===== src/rtl/regpair_seq.sv =====
// Register-pair increment/decrement sequencer: reads a low/high register pair through
// a single read port, adds or subtracts one, and writes both halves back.
module regpair_seq #(
    parameter int DATASIZE = 8,
    parameter int REGBIT   = 3
) (
    input  logic                    clk,
    input  logic                    rst,
    input  logic                    start,
    input  logic                    opdec,
    input  logic [1:0]              pair,
    output logic                    r1enb,
    output logic [REGBIT-1:0]       r1add,
    input  logic [DATASIZE-1:0]     r1dat,
    output logic                    wrenb,
    output logic [REGBIT-1:0]       waddr,
    output logic [DATASIZE-1:0]     wdata,
    output logic                    busy,
    output logic                    done,
    output logic                    err,
    output logic [2*DATASIZE-1:0]   result,
    output logic                    rzero
);

    // state | meaning
    // IDLE  | waiting for start; operands captured on accept
    // RDLO  | read low register, latch low byte
    // RDHI  | read high register, form pair value +/- 1
    // WRLO  | write low half of new value
    // WRHI  | write high half of new value
    // DONE  | one-cycle completion pulse, err flags invalid pair

    typedef enum logic [2:0] {
        IDLE = 3'd0,
        RDLO = 3'd1,
        RDHI = 3'd2,
        WRLO = 3'd3,
        WRHI = 3'd4,
        DONE = 3'd5
    } state_t;

    localparam int PW = 2 * DATASIZE;
    localparam logic [PW-1:0] ONE = PW'(1);

    state_t                 state, state_nxt;
    logic                   opdec_q;
    logic [1:0]             pair_q;
    logic                   err_q;
    logic [DATASIZE-1:0]    lo_q;
    logic [PW-1:0]          val_q;
    logic [PW-1:0]          result_q;
    logic                   rzero_q;

    logic [REGBIT-1:0]      lo_addr;
    logic [REGBIT-1:0]      hi_addr;
    logic [PW-1:0]          rd_val;
    logic [PW-1:0]          new_val;

    assign lo_addr = REGBIT'({pair_q, 1'b1});
    assign hi_addr = REGBIT'({pair_q, 1'b0});
    assign rd_val  = {r1dat, lo_q};
    assign new_val = opdec_q ? (rd_val - ONE) : (rd_val + ONE);

    always_ff @(posedge clk or negedge rst) begin
        if (!rst) begin
            state    <= IDLE;
            opdec_q  <= 1'b0;
            pair_q   <= 2'b00;
            err_q    <= 1'b0;
            lo_q     <= '0;
            val_q    <= '0;
            result_q <= '0;
            rzero_q  <= 1'b0;
        end else begin
            state <= state_nxt;
            case (state)
                IDLE: begin
                    if (start) begin
                        opdec_q <= opdec;
                        pair_q  <= pair;
                        err_q   <= (pair == 2'b11);
                    end
                end
                RDLO: lo_q  <= r1dat;
                RDHI: val_q <= new_val;
                WRHI: begin
                    // result becomes visible in the same cycle as done
                    result_q <= val_q;
                    rzero_q  <= (val_q == '0);
                end
                default: ;
            endcase
        end
    end

    always_comb begin
        state_nxt = state;
        r1enb     = 1'b0;
        r1add     = '0;
        wrenb     = 1'b0;
        waddr     = '0;
        wdata     = '0;
        case (state)
            IDLE: begin
                if (start) begin
                    state_nxt = (pair == 2'b11) ? DONE : RDLO;
                end
            end
            RDLO: begin
                r1enb     = 1'b1;
                r1add     = lo_addr;
                state_nxt = RDHI;
            end
            RDHI: begin
                r1enb     = 1'b1;
                r1add     = hi_addr;
                state_nxt = WRLO;
            end
            WRLO: begin
                wrenb     = 1'b1;
                waddr     = lo_addr;
                wdata     = val_q[DATASIZE-1:0];
                state_nxt = WRHI;
            end
            WRHI: begin
                wrenb     = 1'b1;
                waddr     = hi_addr;
                wdata     = val_q[PW-1:DATASIZE];
                state_nxt = DONE;
            end
            DONE:    state_nxt = IDLE;
            default: state_nxt = IDLE;
        endcase
    end

    assign busy   = (state != IDLE);
    assign done   = (state == DONE);
    assign err    = done & err_q;
    assign result = result_q;
    assign rzero  = rzero_q;

endmodule


===== config.mk =====
export PLATFORM = sky130hd
export DESIGN_NAME = regpair_seq
export DESIGN_NICKNAME = d
export VERILOG_FILES = /design/src/rtl/regpair_seq.sv
export SDC_FILE = /design/constraint.sdc
export NUM_CORES = 1
export LEC_CHECK = 0
export CAP_MARGIN = 20
export CELL_PAD_IN_SITES_DETAIL_PLACEMENT = 1
export CELL_PAD_IN_SITES_GLOBAL_PLACEMENT = 1
export CORE_MARGIN = 3
export CORE_UTILIZATION = 35
export CTS_CLUSTER_SIZE = 14
export DETAILED_ROUTE_END_ITERATION = 6
export PLACE_DENSITY = 0.7
export RECOVER_POWER = 100
export SYNTH_ARGS = -nofsm -noshare
export SYNTH_HDL_FRONTEND = slang
export SYNTH_SLANG_ARGS = --single-unit

===== constraint.sdc =====
create_clock -name clk -period 2.4 [get_ports clk]
set_input_delay 0.36 -clock clk [delete_from_list [all_inputs] [get_ports clk]]
set_output_delay 0.36 -clock clk [all_outputs]
set_load 0.02 [all_outputs]

==> results.md <==
* Status: completed
* Die span in y at 94.9 um
* Fill cells at 903
* Drt total wl at 7.67 mm
* Gpl congestion at 0.882
* H-tree levels at 2
* Area of the multi-input gates at 1490 sq um
* Antenna cells at 0
* Worst setup margin at 0.0955 ns
* Worst Path Class, Setup: reg -> out
* Yosys warning count at 0
* Clock Skew at 0.00836 ns
* Top Layer Used: met4
* First-pass GRT wire length at 12.7 mm
* DR iter-0 viols at 101
* Die X at 94.9 um
* Setup repair after global routing missed its margin: false
* Grt ovf at 0
* TritonCTS Buffers at 5
* Hold_buf cts at 0
* Sequential fraction of the synthesis area at 0.434
* Die area at 9010 sq um
* # port buffers at 49
* Num rows at 31
* FMAX at 0.434 GHz
* HPWL after DPL at 5.77 mm
* Cell taking the most area after synthesis: dfrtp_1
* Avg Vias per Cell at 5.12
* CP endpoint kind: output pin
* FF-to-FF End: val_q[15]
* Required @ worst endpoint at 2.04 ns
* Leading cell type in the layout, fill and taps excluded: nand2_1
* Place WS at 0.103 ns
* Sink Count at 48
* Num ports at 50
* Top cells by area, synth: dfrtp_1, nand2_1, ha_1
* Tot Pwr at 5.42 mW
* Post-CTS Resized at 6
* Worst r2r src: opdec_q
* Clock Latency Late Sink at 0.31 ns
* P&R area growth vs syn at 24.5%
* Reg clk slew, reported paths at 0.09 ns
* Worst slew pin tran at 1.23 ns
* Vias post-DR at 2,396
* Synth Net Count at 345
* Final hold vios at 0
* Initial Util at 0.372
* Total Neg Setup Slack at 0 ns
* FF-to-FF path depth at 7
* Post-Route M1 WL at 3.63 mm
* Overall global routing resource usage at 0.182
* Synthesized flop and latch total at 48
* WL met2 at 3.61 mm
* Routed Antenna Nets at 0
* Slew Viols, Final at 0
* Max-Cap Viols at 0
* Dominant synthesized flop cell: dfrtp_1
* Commonest non-fill, non-tap cells in the layout: nand2_1, dfrtp_1, dlygate4sd3_1
* Yosys top cell area share at 0.434
* Root Driver: clkbuf_8
* Core footprint at 7450 sq um
* Post-layout minimum cycle time at 2.30 ns
* CP Data Arrival Time at 1.94 ns
* Kind of start point of the critical path: flop
* Netlist Area Pre-Place at 2770 sq um
* Share of cells above drive strength 1 at 0.0976
* Fin crit share at 0.960
* HP Class: in -> async
* Vias in the first global route at 2,506
* Max clock buf depth at 2
* Netlist cell types at 50
* Remaining routing DRC violations at 0
* LEAKAGE at 1.64 nW
* Slew headroom at 0.182
* R2R Setup Slk at 0.21 ns
* Syn Inst Count at 316
* Initial antenna violation count at 0
* Worst VDD drop at 0.660 mV
* Setup violators final at 0
* FFs w/ async S/R, synth at 1.00
* Register area at 1200 sq um
* Setup Fix Bufs, Post-CTS at 0
* Pwr/cell area at 1570 nW/um^2
* Metal3 WL at 309 um
* NumNets Final at 397
* Crit-path max FO at 10
* Syn Area/Cell at 8.76 sq um
* CTS tree: built
* Drt first pass iters at 4
* Routed WL per cell at 16.4 um
* Post-synth EDFFs at 0
* Largest net degree at the start of global routing at 49
[where the power goes]
part / switching (mW) / internal (mW)
Sequential: 0.350 / 1.19
Clock: 0.297 / 0.420
Combinational: 1.89 / 1.27
[synth_stat cells (5+ instances only)]
cell,n
o21ai_0,11
clkbuf_1,6
buf_2,6
a21oi_1,15
nand2_1,98
nand3_1,6
nor4_1,5
dfrtp_1,48
nand4_1,5
mux2_2,11
nor3_1,7
o21ai_1,10
nor2_1,14
ha_1,14
and2_1,5
[flip-flops by register name (all words and copies together) (netlist names)]
register,count
val_q,16
lo_q,8
err_q,1
pair_q,2
result,16
state,3
rzero,1
opdec_q,1
[layout make-up]
type,instances,share of cell area
clock buffers,5,0.0200
clock inverters,3,0.0200
inverters,2,0.00218
multi-input cells,252,0.431
flip-flops and latches,48,0.350
well taps,99,0.0359
repair buffers,59,0.141
[worst max-delay path, cell delays in order, from the launching register on]
cell             delay, ns
dfrtp_2               0.49
or3b_1                0.41
nand2b_1              0.12
clkdlybuf4s50_1       0.62
[cells by family after synthesis]
group,share of synthesized area
AO/OA/AOI/OAI,0.126
XOR/XNOR,0.0253
adder cells (fa/ha/maj),0.0705
buffers and inverters,0.0271
flip-flops,0.434
multiplexers,0.0520
AND/OR/NAND/NOR,0.265
[worst max-delay path by stage]
| stage | from | to | slack, ns | depth (start not counted) |
|---|---|---|---|---|
| after detailed placement | r1dat[0] | val_q[15] | 0.10 | 7 |
| after CTS | state[1] | wdata[6] | 0.004 | 5 |
| after global placement | r1dat[1] | val_q[14] | 0.13 | 7 |
| after floorplan | opdec_q | val_q[11] | 0.23 | 6 |
| final | state[0] | r1enb | 0.1 | 3 |
| after global routing | state[0] | r1enb | 0.009 | 3 |
[stage by stage]
step | cell area (sq um) | std cells | utilization | hold slack, ns
2_1_floorplan | 2770 | 316 | - | 0.0644
6_report | 3450 | 468 | 0.463 | 0.375
3_3_place_gp | 3390 | 460 | 0.455 | 0.460
5_1_grt | 3450 | 468 | 0.463 | 0.480
4_1_cts | 3520 | 468 | 0.473 | 0.169
3_5_place_dp | 3390 | 460 | 0.455 | 0.466
[routing by layer]
| layer | vias up | track usage |
|---|---|---|
| met5 | - | 0 |
| met4 | 0 | 0.0493 |
| met3 | 13 | 0.0382 |
| met2 | 54 | 0.300 |
| met1 | 1132 | 0.241 |
| li1 | 1197 | - |
Power figures use the tool's default switching activity.
